[config.mk]
export PLATFORM = sky130hd
export DESIGN_NAME = board_renderer
export DESIGN_NICKNAME = d
export VERILOG_FILES = /design/src/rtl/board_renderer_pkg.sv /design/src/rtl/board_renderer_pixel_shader.sv /design/src/rtl/board_renderer.sv
export SDC_FILE = /design/constraint.sdc
export NUM_CORES = 1
export LEC_CHECK = 0
export BUFFER_PORTS_ARGS = -buffer_cell sky130_fd_sc_hd__buf_2
export CAP_MARGIN = 5
export CORE_MARGIN = 2
export CORE_UTILIZATION = 45
export DETAILED_ROUTE_END_ITERATION = 16
export GPL_ROUTABILITY_DRIVEN = 0
export GPL_TIMING_DRIVEN = 1
export PLACE_DENSITY_LB_ADDON = 0.08
export SYNTH_ARGS = -nofsm -noshare
export SYNTH_HDL_FRONTEND = slang
export SYNTH_HIERARCHICAL = 1
export SYNTH_SLANG_ARGS = --single-unit
[constraint.sdc]
create_clock -name clk -period 5.1 [get_ports clk]
set_input_delay 1.275 -clock clk [delete_from_list [all_inputs] [get_ports clk]]
set_output_delay 1.275 -clock clk [all_outputs]
set_load 0.005 [all_outputs]
[src/rtl/board_renderer_pkg.sv]
// Shared definitions for the checkers board renderer: square codes,
// palette, frame/board geometry and FSM state encoding.
package board_renderer_pkg;

  // Frame and board geometry in virtual pixels.
  localparam int FRAME_W  = 160;
  localparam int FRAME_H  = 120;
  localparam int BOARD_X0 = 20;
  localparam int SQ       = 15;
  localparam int DISC_R2  = 25;

  // Sized forms of the geometry used by the counters and comparators.
  localparam logic [7:0]  X_MAX      = 8'(FRAME_W - 1);
  localparam logic [6:0]  Y_MAX      = 7'(FRAME_H - 1);
  localparam logic [7:0]  X_BOARD_LO = 8'(BOARD_X0);
  localparam logic [7:0]  X_BOARD_HI = 8'(BOARD_X0 + 8 * SQ - 1);
  localparam logic [3:0]  SQ_MAX     = 4'(SQ - 1);
  localparam logic [14:0] PIX_LAST   = 15'(FRAME_W * FRAME_H - 1);

  // Disc centre and king-crown window in square-local coordinates.
  localparam logic [3:0] DISC_C   = 4'd7;
  localparam logic [3:0] CROWN_LO = 4'd6;
  localparam logic [3:0] CROWN_HI = 4'd8;

  typedef enum logic [2:0] {
    SQ_LIGHT   = 3'b000,
    SQ_P1_MAN  = 3'b001,
    SQ_P2_MAN  = 3'b010,
    SQ_P1_KING = 3'b011,
    SQ_P2_KING = 3'b100,
    SQ_RSVD_5  = 3'b101,
    SQ_RSVD_6  = 3'b110,
    SQ_DARK    = 3'b111
  } sq_code_e;

  // RGB888 palette.
  localparam logic [23:0] COL_BLACK = 24'h000000;
  localparam logic [23:0] COL_LIGHT = 24'hF0D9B5;
  localparam logic [23:0] COL_DARK  = 24'h769656;
  localparam logic [23:0] COL_P1    = 24'hFF0000;
  localparam logic [23:0] COL_P2    = 24'hFFFFFF;
  localparam logic [23:0] COL_RSVD  = 24'hFF00FF;
  localparam logic [23:0] COL_KING  = 24'hFFD700;

  typedef enum logic [1:0] {
    ST_IDLE   = 2'd0,
    ST_RENDER = 2'd1,
    ST_DONE   = 2'd2
  } state_e;

endpackage

[src/rtl/board_renderer_pixel_shader.sv]
// Combinational pixel colouring: square code plus square-local coordinates
// in, RGB888 out. Pixels outside the board area are black.
module board_pixel_shader
  import board_renderer_pkg::*;
(
  input  logic [2:0]  code,
  input  logic [3:0]  lx,
  input  logic [3:0]  ly,
  input  logic        in_board,
  output logic [23:0] pix_rgb
);

  logic [3:0] dx;
  logic [3:0] dy;
  logic [7:0] dist2;
  logic       in_disc;
  logic       in_crown;
  logic       has_piece;
  logic       is_king;
  logic [23:0] bg_rgb;
  logic [23:0] disc_rgb;

  // Distance-squared from the disc centre; max 49+49 so 8 bits never overflow.
  always_comb begin
    dx       = (lx >= DISC_C) ? (lx - DISC_C) : (DISC_C - lx);
    dy       = (ly >= DISC_C) ? (ly - DISC_C) : (DISC_C - ly);
    dist2    = ({4'd0, dx} * {4'd0, dx}) + ({4'd0, dy} * {4'd0, dy});
    in_disc  = (dist2 <= 8'(DISC_R2));
    in_crown = (lx >= CROWN_LO) && (lx <= CROWN_HI) &&
               (ly >= CROWN_LO) && (ly <= CROWN_HI);
  end

  // Decode the square code into background, piece presence and piece colour.
  always_comb begin
    // NOTE: every output of a combinational block gets a default first so no
    // path through the case leaves it unassigned and infers a latch.
    bg_rgb    = COL_DARK;
    disc_rgb  = COL_RSVD;
    has_piece = 1'b1;
    is_king   = 1'b0;
    case (code)
      SQ_LIGHT:   begin bg_rgb = COL_LIGHT; has_piece = 1'b0; end
      SQ_DARK:    has_piece = 1'b0;
      SQ_P1_MAN:  disc_rgb = COL_P1;
      SQ_P2_MAN:  disc_rgb = COL_P2;
      SQ_P1_KING: begin disc_rgb = COL_P1; is_king = 1'b1; end
      SQ_P2_KING: begin disc_rgb = COL_P2; is_king = 1'b1; end
      default:    disc_rgb = COL_RSVD;
    endcase
  end

  // Layering: black margin, then crown over disc over background.
  always_comb begin
    if (!in_board)                          pix_rgb = COL_BLACK;
    else if (has_piece && is_king && in_crown) pix_rgb = COL_KING;
    else if (has_piece && in_disc)          pix_rgb = disc_rgb;
    else                                    pix_rgb = bg_rgb;
  end

endmodule

[src/rtl/board_renderer.sv]
// Renders a snapshot of a checkers board into a 160x120 frame buffer, one
// pixel per cycle in raster order. Square index and local coordinates come
// from wrapping sub-counters so no divider is needed.
module board_renderer
  import board_renderer_pkg::*;
(
  input  logic         clk,
  input  logic         rst,
  input  logic         start,
  input  logic [191:0] board,
  output logic [14:0]  wr_addr,
  output logic [23:0]  wr_data,
  output logic         wr_en,
  output logic         busy,
  output logic         done
);

  state_e        state_q, state_d;
  logic [7:0]    x_q, x_d;
  logic [6:0]    y_q, y_d;
  logic [3:0]    lx_q, lx_d;
  logic [3:0]    ly_q, ly_d;
  logic [2:0]    col_q, col_d;
  logic [2:0]    row_q, row_d;
  logic [14:0]   pix_q, pix_d;
  logic [191:0]  snap_q, snap_d;
  logic          wr_en_q, wr_en_d;
  logic [14:0]   wr_addr_q, wr_addr_d;
  logic [23:0]   wr_data_q, wr_data_d;
  logic          done_q, done_d;

  logic [191:0]  src_board;
  logic [5:0]    sq_rev;
  logic [7:0]    code_lsb;
  logic [2:0]    code;
  logic          in_board;
  logic [23:0]   shade_rgb;
  logic          emit;

  // Pixel 0 is emitted on the start edge itself, before the snapshot is
  // loaded, so it is shaded straight from the board input.
  always_comb begin
    src_board = (state_q == ST_IDLE) ? board : snap_q;
    sq_rev    = 6'd63 - {row_q, col_q};
    code_lsb  = {2'b00, sq_rev} * 8'd3;
    code      = src_board[code_lsb +: 3];
    in_board  = (x_q >= X_BOARD_LO) && (x_q <= X_BOARD_HI);
  end

  board_pixel_shader u_shader (
    .code     (code),
    .lx       (lx_q),
    .ly       (ly_q),
    .in_board (in_board),
    .pix_rgb  (shade_rgb)
  );

  // FSM next state, output registers and raster counter advance.
  always_comb begin
    state_d   = state_q;
    x_d       = x_q;
    y_d       = y_q;
    lx_d      = lx_q;
    ly_d      = ly_q;
    col_d     = col_q;
    row_d     = row_q;
    pix_d     = pix_q;
    snap_d    = snap_q;
    wr_en_d   = 1'b0;
    wr_addr_d = wr_addr_q;
    wr_data_d = wr_data_q;
    done_d    = 1'b0;
    emit      = 1'b0;

    case (state_q)
      ST_IDLE: begin
        if (start) begin
          state_d = ST_RENDER;
          snap_d  = board;
          emit    = 1'b1;
        end
      end
      ST_RENDER: begin
        if (wr_addr_q == PIX_LAST) begin
          state_d = ST_DONE;
          done_d  = 1'b1;
        end else begin
          emit = 1'b1;
        end
      end
      ST_DONE: begin
        state_d = ST_IDLE;
        x_d     = '0;
        y_d     = '0;
        lx_d    = '0;
        ly_d    = '0;
        col_d   = '0;
        row_d   = '0;
        pix_d   = '0;
      end
      default: state_d = ST_IDLE;
    endcase

    if (emit) begin
      wr_en_d   = 1'b1;
      wr_addr_d = pix_q;
      wr_data_d = shade_rgb;
      pix_d     = (pix_q == PIX_LAST) ? 15'd0 : pix_q + 15'd1;
      if (x_q == X_MAX) begin
        x_d   = '0;
        lx_d  = '0;
        col_d = '0;
        if (y_q == Y_MAX) begin
          y_d   = '0;
          ly_d  = '0;
          row_d = '0;
        end else if (ly_q == SQ_MAX) begin
          y_d   = y_q + 7'd1;
          ly_d  = '0;
          row_d = row_q + 3'd1;
        end else begin
          y_d  = y_q + 7'd1;
          ly_d = ly_q + 4'd1;
        end
      end else begin
        x_d = x_q + 8'd1;
        if (in_board && (x_q != X_BOARD_HI)) begin
          if (lx_q == SQ_MAX) begin
            lx_d  = '0;
            col_d = col_q + 3'd1;
          end else begin
            lx_d = lx_q + 4'd1;
          end
        end else begin
          lx_d  = '0;
          col_d = '0;
        end
      end
    end
  end

  // State, counters, snapshot and registered write port.
  always_ff @(posedge clk or negedge rst) begin
    if (!rst) begin
      state_q   <= ST_IDLE;
      x_q       <= '0;
      y_q       <= '0;
      lx_q      <= '0;
      ly_q      <= '0;
      col_q     <= '0;
      row_q     <= '0;
      pix_q     <= '0;
      // NOTE: the snapshot is a plain register bank, not a RAM, so it can be
      // cleared by reset like any other flop.
      snap_q    <= '0;
      wr_en_q   <= 1'b0;
      wr_addr_q <= '0;
      wr_data_q <= '0;
      done_q    <= 1'b0;
    end else begin
      // NOTE: non-blocking assignments so every flop samples the values
      // from before this edge regardless of statement order.
      state_q   <= state_d;
      x_q       <= x_d;
      y_q       <= y_d;
      lx_q      <= lx_d;
      ly_q      <= ly_d;
      col_q     <= col_d;
      row_q     <= row_d;
      pix_q     <= pix_d;
      snap_q    <= snap_d;
      wr_en_q   <= wr_en_d;
      wr_addr_q <= wr_addr_d;
      wr_data_q <= wr_data_d;
      done_q    <= done_d;
    end
  end

  assign wr_en   = wr_en_q;
  assign wr_addr = wr_addr_q;
  assign wr_data = wr_data_q;
  assign done    = done_q;
  assign busy    = (state_q != ST_IDLE);

endmodule

==> results of run 1 <==
-- Yosys cell counts (all sizes together), types with 2 or more instances --
library cell | count | area, um^2
a21o | 6 | 45.0
a21oi | 39 | 195
a22o | 8 | 70.1
a22oi | 3 | 27.5
a2bb2oi | 3 | 26.3
a31o | 2 | 17.5
a31oi | 3 | 18.8
a41oi | 2 | 25.0
and2 | 5 | 31.3
and3 | 5 | 31.3
and4 | 3 | 26.3
buf | 26 | 170
clkbuf | 77 | 289
dfrtp | 279 | 6980
fa | 11 | 220
ha | 28 | 350
inv | 38 | 143
mux2 | 46 | 518
mux2i | 13 | 130
mux4 | 126 | 2840
nand2 | 621 | 2330
nand2b | 8 | 50.1
nand3 | 34 | 170
nand3b | 4 | 30.0
nand4 | 9 | 56.3
nor2 | 25 | 93.8
nor2b | 10 | 70.1
nor3 | 8 | 40.0
nor3b | 3 | 22.5
nor4 | 4 | 25.0
o21a | 2 | 15.0
o21ai | 26 | 130
o221ai | 2 | 17.5
o22ai | 2 | 12.5
or3 | 4 | 25.0
or4b | 3 | 30.0
xnor2 | 3 | 26.3
xor2 | 3 | 26.3
-- cells by family after synthesis --
logic type               count (synthesis)  share of synthesized area (%)
XOR/XNOR                                 7                          0.483
AO/OA/AOI/OAI                          112                           4.73
buffers and inverters                  141                           3.87
adder cells (fa/ha/maj)                 39                           3.67
multiplexers                           185                           22.4
flip-flops                             279                           44.9
AND/OR/NAND/NOR                        752                           19.9
-- critical path, stage by stage (launching register included) --
cell,delay [ns]
dfrtp_2,0.39
ha_4,0.17
nand2_1,0.10
or3_4,0.34
fa_1,0.58
fa_1,0.46
fa_1,0.57
inv_2,0.04
fa_1,0.47
ha_2,0.21
fa_2,0.35
a21o_1,0.18
a21oi_2,0.13
xnor3_1,0.27
or2_4,0.30
o21a_1,0.18
nor3b_2,0.24
mux2_2,0.19
-- routing by layer --
layer,part of all wire [%],wire length [um],up-vias
li1,-,-,5646
met1,44,17900,5904
met2,48,19800,267
met3,5.4,2230,77
met4,2.2,887,22
met5,0.32,130,-
-- power by group through the flow --
stage          clock [mW]  sequential (mW)  combinational [mW]
4_1_cts              2.47             2.21               0.151
2_1_floorplan           0             2.25             0.00190
5_1_grt              2.57             2.21               0.166
3_5_place_dp            0             2.25               0.150
6_report             2.41             2.21               0.146
3_3_place_gp            0             2.25               0.147
-- final timing paths --
path / depth (start not counted) / slack [ns] / to
min reg2reg: 2 / 0.47 / snap_q[124]
max reg2reg: 17 / -0.14 / wr_data[0]
max: 17 / -0.14 / wr_data[0]
min: 2 / 0.47 / snap_q[124]
min in group asynchronous: 1 / 0.75 / wr_data[9]
max in group asynchronous: 2 / 3.35 / snap_q[26]
-- sequential cells by signal (all words and copies together), names as in the netlist --
signal   cells
snap_q     192
wr_data     24
pix_q       15
wr_addr     15
x_q          8
y_q          7
lx_q         4
ly_q         4
col_q        3
row_q        3
state_q      2
done         1
wr_en        1
-- stage by stage --
step | instances | total power, mW | hold slack (ns) | setup TNS (ns)
finish | 2216 | 4.77 | 0.468 | -1.34
global route | 2211 | 4.94 | 0.485 | -4.10
CTS | 2200 | 4.83 | 0.471 | -2.37
detailed placement | 2140 | 2.40 | 0.456 | -2.54
global placement | 2140 | 2.40 | 0.451 | -0.249
floorplan | 1515 | 2.26 | 0.440 | -1.11
-- repair_timing --
| item | CTS | global route |
|---|---|---|
| gates cloned | 1 | 0 |
| endpoints found under the hold margin | 0 | 0 |
| resized for setup | 6 | 12 |
| setup endpoints to repair | 18 | 19 |
| pin swaps | 3 | 7 |
| buffers inserted | 2 | 3 |
-- layout make-up --
class	instances	share of cell area, %
antenna	13	0.175
clock buffer	43	4.90
clock inverter	14	1.10
inverter	38	0.768
multi-input combinational	1096	43.6
sequential	279	37.6
tap	455	3.06
timing repair buffer	278	8.74
-- layout by cell type (no fill, tap or decap), types with 10 or more instances in the layout --
master     instances
nand2_1          618
dfrtp_1          273
buf_2            235
mux4_2           126
mux2_2            39
inv_1             36
a21oi_1           34
nand3_1           34
buf_4             32
clkbuf_16         31
ha_1              25
nor2_1            24
o21ai_0           23
diode_2           13
mux2i_1           13
fa_1              10
==> metrics.md, run 1 <==
| Metric | Value |
|---|---|
| Hold violation total from the final report | 0 |
| Unrepaired setup endpoints after global routing | yes |
| Drt total wl | slightly above 40,000 um |
| Int Power | 3.76 mW |
| CP Max Fanout | 5 |
| Combinational share of power | 3.1% |
| Netlist cell types | 66 |
| Footprint of the multi-input gates | 8100 um^2 |
| Total CTS buffers | 31 |
| Fin. max-slew vios | 0 |
| Global Route met3 Usage | between 5 and 6% |
| Number of clock sinks | between 200 and 300 |
| Die height | ~190 um |
| DP Wirelength | roughly 28,000 um |
| GR Util met1 | between 30% and 40% |
| Pre-antenna DRT Iters | 5 |
| Most used DFF post-synth | dfrtp_1 |
| Switching Power | around 1.0 mW |
| DP Worst Slack | -0.230 ns |
| Rel. slew slack | between 30% and 40% |
| Post-route cell area | around 19,000 um^2 |
| Initial core utilization | a little under half |
| Peak supply drop | about 0.29 mV |
| Clock Path Buffers | 3 |
| Max-Cap Viols | 0 |
| Die Area | 36,000 um^2 |
| PnR worst setup slack | -0.144 ns |
| Reg power frac | a little under half |
| First-pass GRT wire length | between 60,000 and 70,000 um |
| Wire length per cell | about 18 um |
| CP Data Required Time | around 5.6 ns |
| Root Driver | clkbuf_16 |
| Final setup viols | 16 |
| Row cnt | between 60 and 70 |
| EDFF count, synth | 0 |
| Hold WC Path Type | flop to flop |
| Initial antenna violation count | 23 |
| Failing checks | negative setup slack |
| Vias | 11,900 |
| Core area | roughly 34,000 um^2 |
| Synth Register Bits | around 280 |
| Vias in the first global route | approximately 12,000 |
| Worst reg2reg path startpoint | ly_q[0] |
| IO Pins | approximately 240 |
| # nets final | between 1,500 and 2,000 |
| Area delta synth->final | 19.5% |
| Fin crit period | between 5 and 6 ns |
| Status | finished, violations left |
| Asr flop ratio synth | 100% |
| Cts hold-fix bufs | 0 |
| Register area share after synthesis | 44.9% |
| Clk_lat worst skew | 0.57 ns |
| Global routing's busiest layer | met2 |
| Clock share of power | approximately half |
| Clk_skew | about 0.017 ns |
| Period utilization | 103% |
| Synthesized area per cell | between 10 and 15 um^2 |
| Largest net degree at the start of global routing | 180 |
| GR Overflow Total | 0 |
| Core Util, Final | between 50% and 60% |
| Fill cells | 3,059 |
| DRC Markers | 0 |
| CP Launch Point | ly_q[0] |
| Post-Synthesis Cell Area | approximately 16,000 um^2 |
| H-tree Lvls | 1 |
| Synthesis warning total | 6 |
| CP endpoint kind | flop |
| Starting DRT DRC Count | a little over 900 |
| Hold Startpoint | snap_q[124] |
| DRT antenna net count | 0 |
| Register Area | around 7000 um^2 |
| Via density | 5.38 |
| CP arrival | 5.74 ns |
| CTS tree | yes |
| Fraction of met2 tracks used by global routing | a little under two fifths |
| Worst-margin pin slew | a little under 1 ns |
| GRT Overall Usage | approximately 23% |
| WS Path Type | flop to flop |
| Net Count, Synth | around 1,700 |
| Placed cell areas | 17,300 um^2 |
| Sw Share | between 20% and 30% |
| Share of layout cells above drive strength 1 | a little under a third |
| Pwr Density | roughly 260 nW/um^2 |
| Syn Inst Count | between 1,500 and 2,000 |
| CTS clk-pin slew, worst paths | 0.06 ns |
| Die Span X | ~190 um |
| Leakage | ~9.3 nW |
| Crit start category | flop |
| Highest clock rate | around 190 MHz |
| PortBufs | roughly 240 |
Power figures use the tool's default switching activity.
==> inputs of run 2 (changes only) <==
--- a/config.mk
+++ b/config.mk
@@ -8,7 +8,7 @@
 export BUFFER_PORTS_ARGS = -buffer_cell sky130_fd_sc_hd__buf_2
 export CAP_MARGIN = 5
 export CORE_MARGIN = 2
-export CORE_UTILIZATION = 45
+export CORE_UTILIZATION = 52
 export DETAILED_ROUTE_END_ITERATION = 16
 export GPL_ROUTABILITY_DRIVEN = 0
 export GPL_TIMING_DRIVEN = 1
==> run 2 against run 1 <==
Compared with the run above:
- the run still ends with negative setup slack left
- register-to-register slack got worse by 0.07 ns
- first-iteration DRC count decreased by 5.8%
- sequential share of layout area increased by 0.34 points
- global-route usage increased by 3.1 points
- via count increased by 1.6%
- critical endpoint is now wr_data[11]
- clock power decreased by 2%
- flip-flop and latch count unchanged
==> metrics.md, run 2 (synthesis results as in run 1) <==
| Metric | Value |
|---|---|
| Core area | 29,600 um^2 |
| Clk_skew | 0.0120 ns |
| DRT antenna net count | 0 |
| CTS tree | yes |
| DRC Markers | 0 |
| # nets final | just under 2,000 |
| Failing checks | negative setup slack |
| CTS clk-pin slew, worst paths | roughly 0.060 ns |
| CP endpoint kind | flop |
| Peak supply drop | approximately 0.25 mV |
| Max reg flops | approximately 190 |
| Largest net degree at the start of global routing | 191 |
| Area delta synth->final | 18.5% |
| CP arrival | between 5 and 6 ns |
| Clock Path Buffers | 3 |
| Clk_lat worst skew | between 0.5 and 0.6 ns |
| Status | finished, violations left |
| Vias | approximately 12,000 |
| Pre-antenna DRT Iters | 5 |
| CP Data Required Time | around 5.5 ns |
| Fill cells | around 2,500 |
| Final TNS setup | -2.86 ns |
| Final setup viols | 17 |
| Hold violation total from the final report | 0 |
| Leakage | just over 9 nW |
| Worst-margin pin slew | between 1 and 1.5 ns |
| First-pass GRT wire length | between 60,000 and 70,000 um |
| Initial core utilization | between 50% and 60% |
| Highest clock rate | 188 MHz |
| Total CTS buffers | 34 |
| Vias in the first global route | 12,200 |
| Max-Cap Viols | 0 |
| Via density | ~5.6 |
| Root Driver | clkbuf_16 |
| GRT Overall Usage | 26.1% |
| PnR worst setup slack | -0.211 ns |
| H-tree Lvls | 2 |
| Share of layout cells above drive strength 1 | between 30% and 40% |
| Die Area | roughly 31,000 um^2 |
| DP Worst Slack | -0.117 ns |
| Non-filler cells, final | around 2,200 |
| Crit start category | flop |
| Period utilization | 104% |
| WS Path Type | flop to flop |
| Wire length per cell | 18.6 um |
| DP Wirelength | 27,300 um |
| Crit-path cells | ha_4 -> a21oi_2 -> nor2_1 -> a21oi_2 -> nand2_2 -> fa_1 -> fa_1 -> fa_1 -> inv_1 -> fa_1 -> ha_2 -> fa_2 -> a21o_1 -> a21oi_2 -> xnor3_2 -> or2_4 -> or3_4 -> a21oi_2 -> mux2_4 |
| Core Util, Final | slightly above 60% |
| Worst Hold Slack | 0.469 ns |
| Die height | between 150 and 200 um |
| Unrepaired setup endpoints after global routing | yes |
| Top reg by flops | snap_q |
| Cts hold-fix bufs | 0 |
| Most frequent cells in the layout | nand2_1 (618), dfrtp_1 (273), buf_2 (235), mux4_2 (126), mux2_2 (42) |
| Commonest non-fill, non-tap cell in the layout | nand2_1 |
| Die Span X | 177 um |
| Fin. max-slew vios | 0 |
| Drt total wl | between 40,000 and 50,000 um |
| Number of clock sinks | about 280 |
| GR Overflow Total | 0 |
| IO Pins | between 200 and 250 |
| Critical path's slowest cell | fa_1 |
| CP Max Fanout | 6 |
| Rel. slew slack | approximately 32% |
| Fin crit period | 5.31 ns |
| Initial antenna violation count | 26 |
| Max stage delay on crit path | approximately 0.6 ns |
| Post-Place Cells | 2,073 |
| Pwr Density | 257 nW/um^2 |
| Hold WC Path Type | flop to flop |
| PortBufs | around 240 |
| Row cnt | between 60 and 70 |
| Starting DRT DRC Count | ~860 |
## run 2: what timing repair did
action                                  4_1_cts  5_1_grt
endpoints found under the setup margin       17       19
pin swaps                                     2        8
setup buffers                                 1        2
gates resized for setup                       5        9
cloned                                        1        0
## run 2: path summary, 6_finish.rpt
path,end,slack [ns],cells past startpoint,start
max,wr_data[11],-0.21,19,lx_q[0]
min,snap_q[89],0.47,2,snap_q[89]
max reg2reg,wr_data[11],-0.21,19,lx_q[0]
min reg2reg,snap_q[89],0.47,2,snap_q[89]
max in group asynchronous,snap_q[148],3.17,2,rst
min in group asynchronous,snap_q[74],0.86,1,rst
## run 2: per-layer routing
layer | routed length (um) | global-route usage [%] | share of wire [%]
met3 | 2590 | 6.55 | 6.5
met1 | 16800 | 35.3 | 42
met4 | 996 | 7.95 | 2.5
met5 | 69 | 0 | 0.17
met2 | 19600 | 42.0 | 49
## run 2: cell type report
type	count	area [um^2]	area share, %
multi-input combinational	1096	8090	44.0
sequential	279	6990	38.0
timing repair buffer	274	1550	8.43
clock buffer	51	1020	5.52
tap	390	488	2.65
inverter	38	143	0.775
clock inverter	9	80.1	0.435
antenna	19	47.5	0.258
## run 2: worst max-delay path, delay by kind of cell (launching register included)
kind | cells | cell delay [ns]
adders and majority gates | 7 | 2.79
and+or+nand+nor | 4 | 0.81
AOI/OAI and AO/OA | 5 | 0.75
DFF | 1 | 0.42
xor gates and xnor gates | 1 | 0.29
muxes | 1 | 0.15
buffers and inverters | 1 | 0.04
## run 2: through the flow
step | power, mW | cell area (um^2)
4_1_cts | 4.79 | 18300
5_1_grt | 4.90 | 18400
3_3_place_gp | 2.40 | 17200
2_1_floorplan | 2.26 | 15600
3_5_place_dp | 2.40 | 17200
6_report | 4.73 | 18400
## run 2: where the power goes
part | switching (mW) | internal, mW | total [mW]
clock network | 0.942 | 1.43 | 2.37
logic | 0.0858 | 0.0586 | 0.144
registers | 0 | 2.21 | 2.21
total | 1.03 | 3.70 | 4.73
==> inputs of run 3 (changes only) <==
--- a/config.mk
+++ b/config.mk
@@ -7,12 +7,12 @@
 export LEC_CHECK = 0
 export BUFFER_PORTS_ARGS = -buffer_cell sky130_fd_sc_hd__buf_2
 export CAP_MARGIN = 5
-export CORE_MARGIN = 2
 export CORE_UTILIZATION = 52
 export DETAILED_ROUTE_END_ITERATION = 16
 export GPL_ROUTABILITY_DRIVEN = 0
 export GPL_TIMING_DRIVEN = 1
 export PLACE_DENSITY_LB_ADDON = 0.08
+export RECOVER_POWER = 100
 export SYNTH_ARGS = -nofsm -noshare
 export SYNTH_HDL_FRONTEND = slang
 export SYNTH_HIERARCHICAL = 1
==> run 3 against run 2 <==
Compared with the run above:
- the run ends with max-capacitance violations, max-slew violations, negative setup slack left
- sequential share of layout area increased by 0.21 points
- utilization grew 0.66 points
- fmax increased by 3.2%
- hold slack is essentially flat
- global-route usage grew 0.12 points
- register-to-register slack improved by 0.16 ns
- clock-buffer cell count fell by 5
- sequential power about the same
- non-clock buffer count grew 6
- setup slack improved by 0.16 ns
- final area decreased by 0.55%
- critical endpoint unchanged
==> metrics.md, run 3 (synthesis results as in run 1) <==
| Metric | Value |
|---|---|
| Peak supply drop | between 0.2 and 0.3 mV |
| Max-Cap Viols | 5 |
| Fin crit period | about 5.1 ns |
| Largest net degree at the start of global routing | ~190 |
| Hold Path Depth | 2 |
| Combinational share of power | 3.0% |
| Worst-margin pin slew | 2.76 ns |
| First-pass GRT wire length | roughly 64,000 um |
| Clock Path Buffers | 3 |
| Status | finished, violations left |
| CP arrival | 5.66 ns |
| Switching Power | between 1 and 1.5 mW |
| Row cnt | 62 |
| Hold violation total from the final report | 0 |
| Final setup viols | 7 |
| Non-filler cells, final | 2,145 |
| GR Overflow Total | 0 |
| Vias | 12,000 |
| Wire length per cell | about 18 um |
| Vias in the first global route | 12,000 |
| DRT antenna net count | 0 |
| PortBufs | about 240 |
| Hold WC Path Type | flop to flop |
| Initial antenna violation count | 20 |
| Failing checks | max-capacitance violations, max-slew violations, negative setup slack |
| Pre-antenna DRT Iters | 5 |
| Core Util, Final | 62.9% |
| Rel. slew slack | -83.9% |
| Post-Place Cells | a little over 2,000 |
| Initial core utilization | 53.4% |
| Max reg flops | 192 |
| H-tree Lvls | 1 |
| GRT Overall Usage | around a quarter |
| DP Worst Slack | -0.140 ns |
| IO Pins | 237 |
| Placed cell areas | between 15,000 and 20,000 um^2 |
| Root Driver | clkbuf_16 |
| Period utilization | 101% |
| Reg power frac | roughly 48% |
| Starting DRT DRC Count | 971 |
| Top reg by flops | snap_q |
| PnR worst setup slack | -0.0489 ns |
| CP Data Required Time | approximately 5.6 ns |
| Unrepaired setup endpoints after global routing | yes |
| Pwr Density | between 200 and 300 nW/um^2 |
| Via density | about 5.6 |
| Number of clock sinks | 279 |
| Most frequent cells in the layout | nand2_1 (617), dfrtp_1 (273), buf_2 (220), mux4_2 (126), mux2_2 (43) |
| Fin. max-slew vios | 540 |
| Int Power | between 3 and 4 mW |
| Post-route cell area | 18,300 um^2 |
| Leakage | slightly above 9 nW |
| Drt total wl | a little under 40,000 um |
| Crit start category | flop |
| Clock share of power | roughly half |
| Clk_lat worst skew | between 0.5 and 0.6 ns |
| Highest clock rate | 194 MHz |
| Commonest non-fill, non-tap cell in the layout | nand2_1 |
| Worst Hold Slack | between 0.4 and 0.5 ns |
| Cell count of the worst reg-to-reg path | 19 |
| Die Span X | about 170 um |
| Total CTS buffers | 31 |
| Die Area | roughly 31,000 um^2 |
| WS Path Type | flop to flop |
| Sw Share | between 20% and 30% |
| Core area | roughly 29,000 um^2 |
| CTS clk-pin slew, worst paths | around 0.060 ns |
| DP Wirelength | 26,800 um |
| # nets final | roughly 2,000 |
| Area delta synth->final | 17.8% |
| CTS tree | yes |
| DRC Markers | 0 |
| Die height | between 150 and 200 um |
| Clk_skew | approximately 0.022 ns |
| Share of layout cells above drive strength 1 | a little under a third |
| CP Max Fanout | 5 |
| Cts hold-fix bufs | 0 |
| CP endpoint kind | flop |
-- run 3: cell types whose count changed in the layout (fill, tap and decap cells not counted), sizes merged --
cell,previous run,this run
clkbuf,51,71
buf,274,255
diode,19,12
bufinv,1,2
clkinv,6,7
inv,40,39
-- run 3: critical path, stage by stage (launching register included) --
cell and delay (ns):
dfrtp_2 0.42, ha_4 0.17, a21oi_2 0.13, nor2_1 0.06
a21oi_2 0.14, nand2_2 0.08, fa_1 0.50, fa_1 0.44
fa_1 0.56, inv_2 0.04, fa_1 0.47, ha_2 0.21
fa_2 0.35, a21o_1 0.18, a21oi_2 0.15, xnor3_2 0.29
or2_4 0.27, or3_1 0.32, a21oi_2 0.14, mux2_4 0.15
-- run 3: worst paths after layout --
path	slack [ns]	end	start
setup / recovery	-0.05	wr_data[11]	lx_q[0]
hold / removal	0.47	snap_q[137]	snap_q[137]
setup reg to reg	-0.05	wr_data[11]	lx_q[0]
hold reg to reg	0.47	snap_q[137]	snap_q[137]
max in group asynchronous	0.75	snap_q[141]	rst
min in group asynchronous	1.53	snap_q[80]	rst
-- run 3: layout make-up --
| cell class | count | area [um^2] |
|---|---|---|
| diodes | 12 | 30.0 |
| fillers | 2424 | 10800 |
| clock inverters | 10 | 119 |
| inverters | 38 | 143 |
| well taps | 384 | 480 |
| repair buffers | 280 | 1530 |
| multi-input cells | 1096 | 8070 |
| clock buffers | 46 | 942 |
| flip-flops and latches | 279 | 6990 |
-- run 3: per-layer routing --
metal / up-vias / global-route usage, % / share of wire, %
met5: - / 0 / 0.21
li1: 5641 / - / -
met2: 330 / 42.2 / 48
met3: 74 / 7.05 / 7.5
met1: 5966 / 35.4 / 42
met4: 14 / 6.99 / 2.3
-- run 3: repair_timing --
action	CTS	global route
endpoints found under the setup margin	17	19
endpoints found under the hold margin	0	0
pin swaps	3	5
gates cloned	1	0
resized for setup	3	10
buffers inserted	3	1
-- run 3: power by group through the flow --
stage | combinational (mW) | clock, mW | sequential [mW]
3_5_place_dp | 0.147 | 0 | 2.25
4_1_cts | 0.148 | 2.35 | 2.21
2_1_floorplan | 0.00190 | 0 | 2.25
6_report | 0.140 | 2.31 | 2.21
3_3_place_gp | 0.145 | 0 | 2.25
5_1_grt | 0.159 | 2.44 | 2.21
-- run 3: metrics by stage --
step           setup TNS, ns  power (mW)
2_1_floorplan          -1.11        2.26
4_1_cts               -0.318        4.71
3_3_place_gp          -0.272        2.40
6_report              -0.156        4.66
3_5_place_dp           -1.19        2.40
5_1_grt                -8.82        4.81
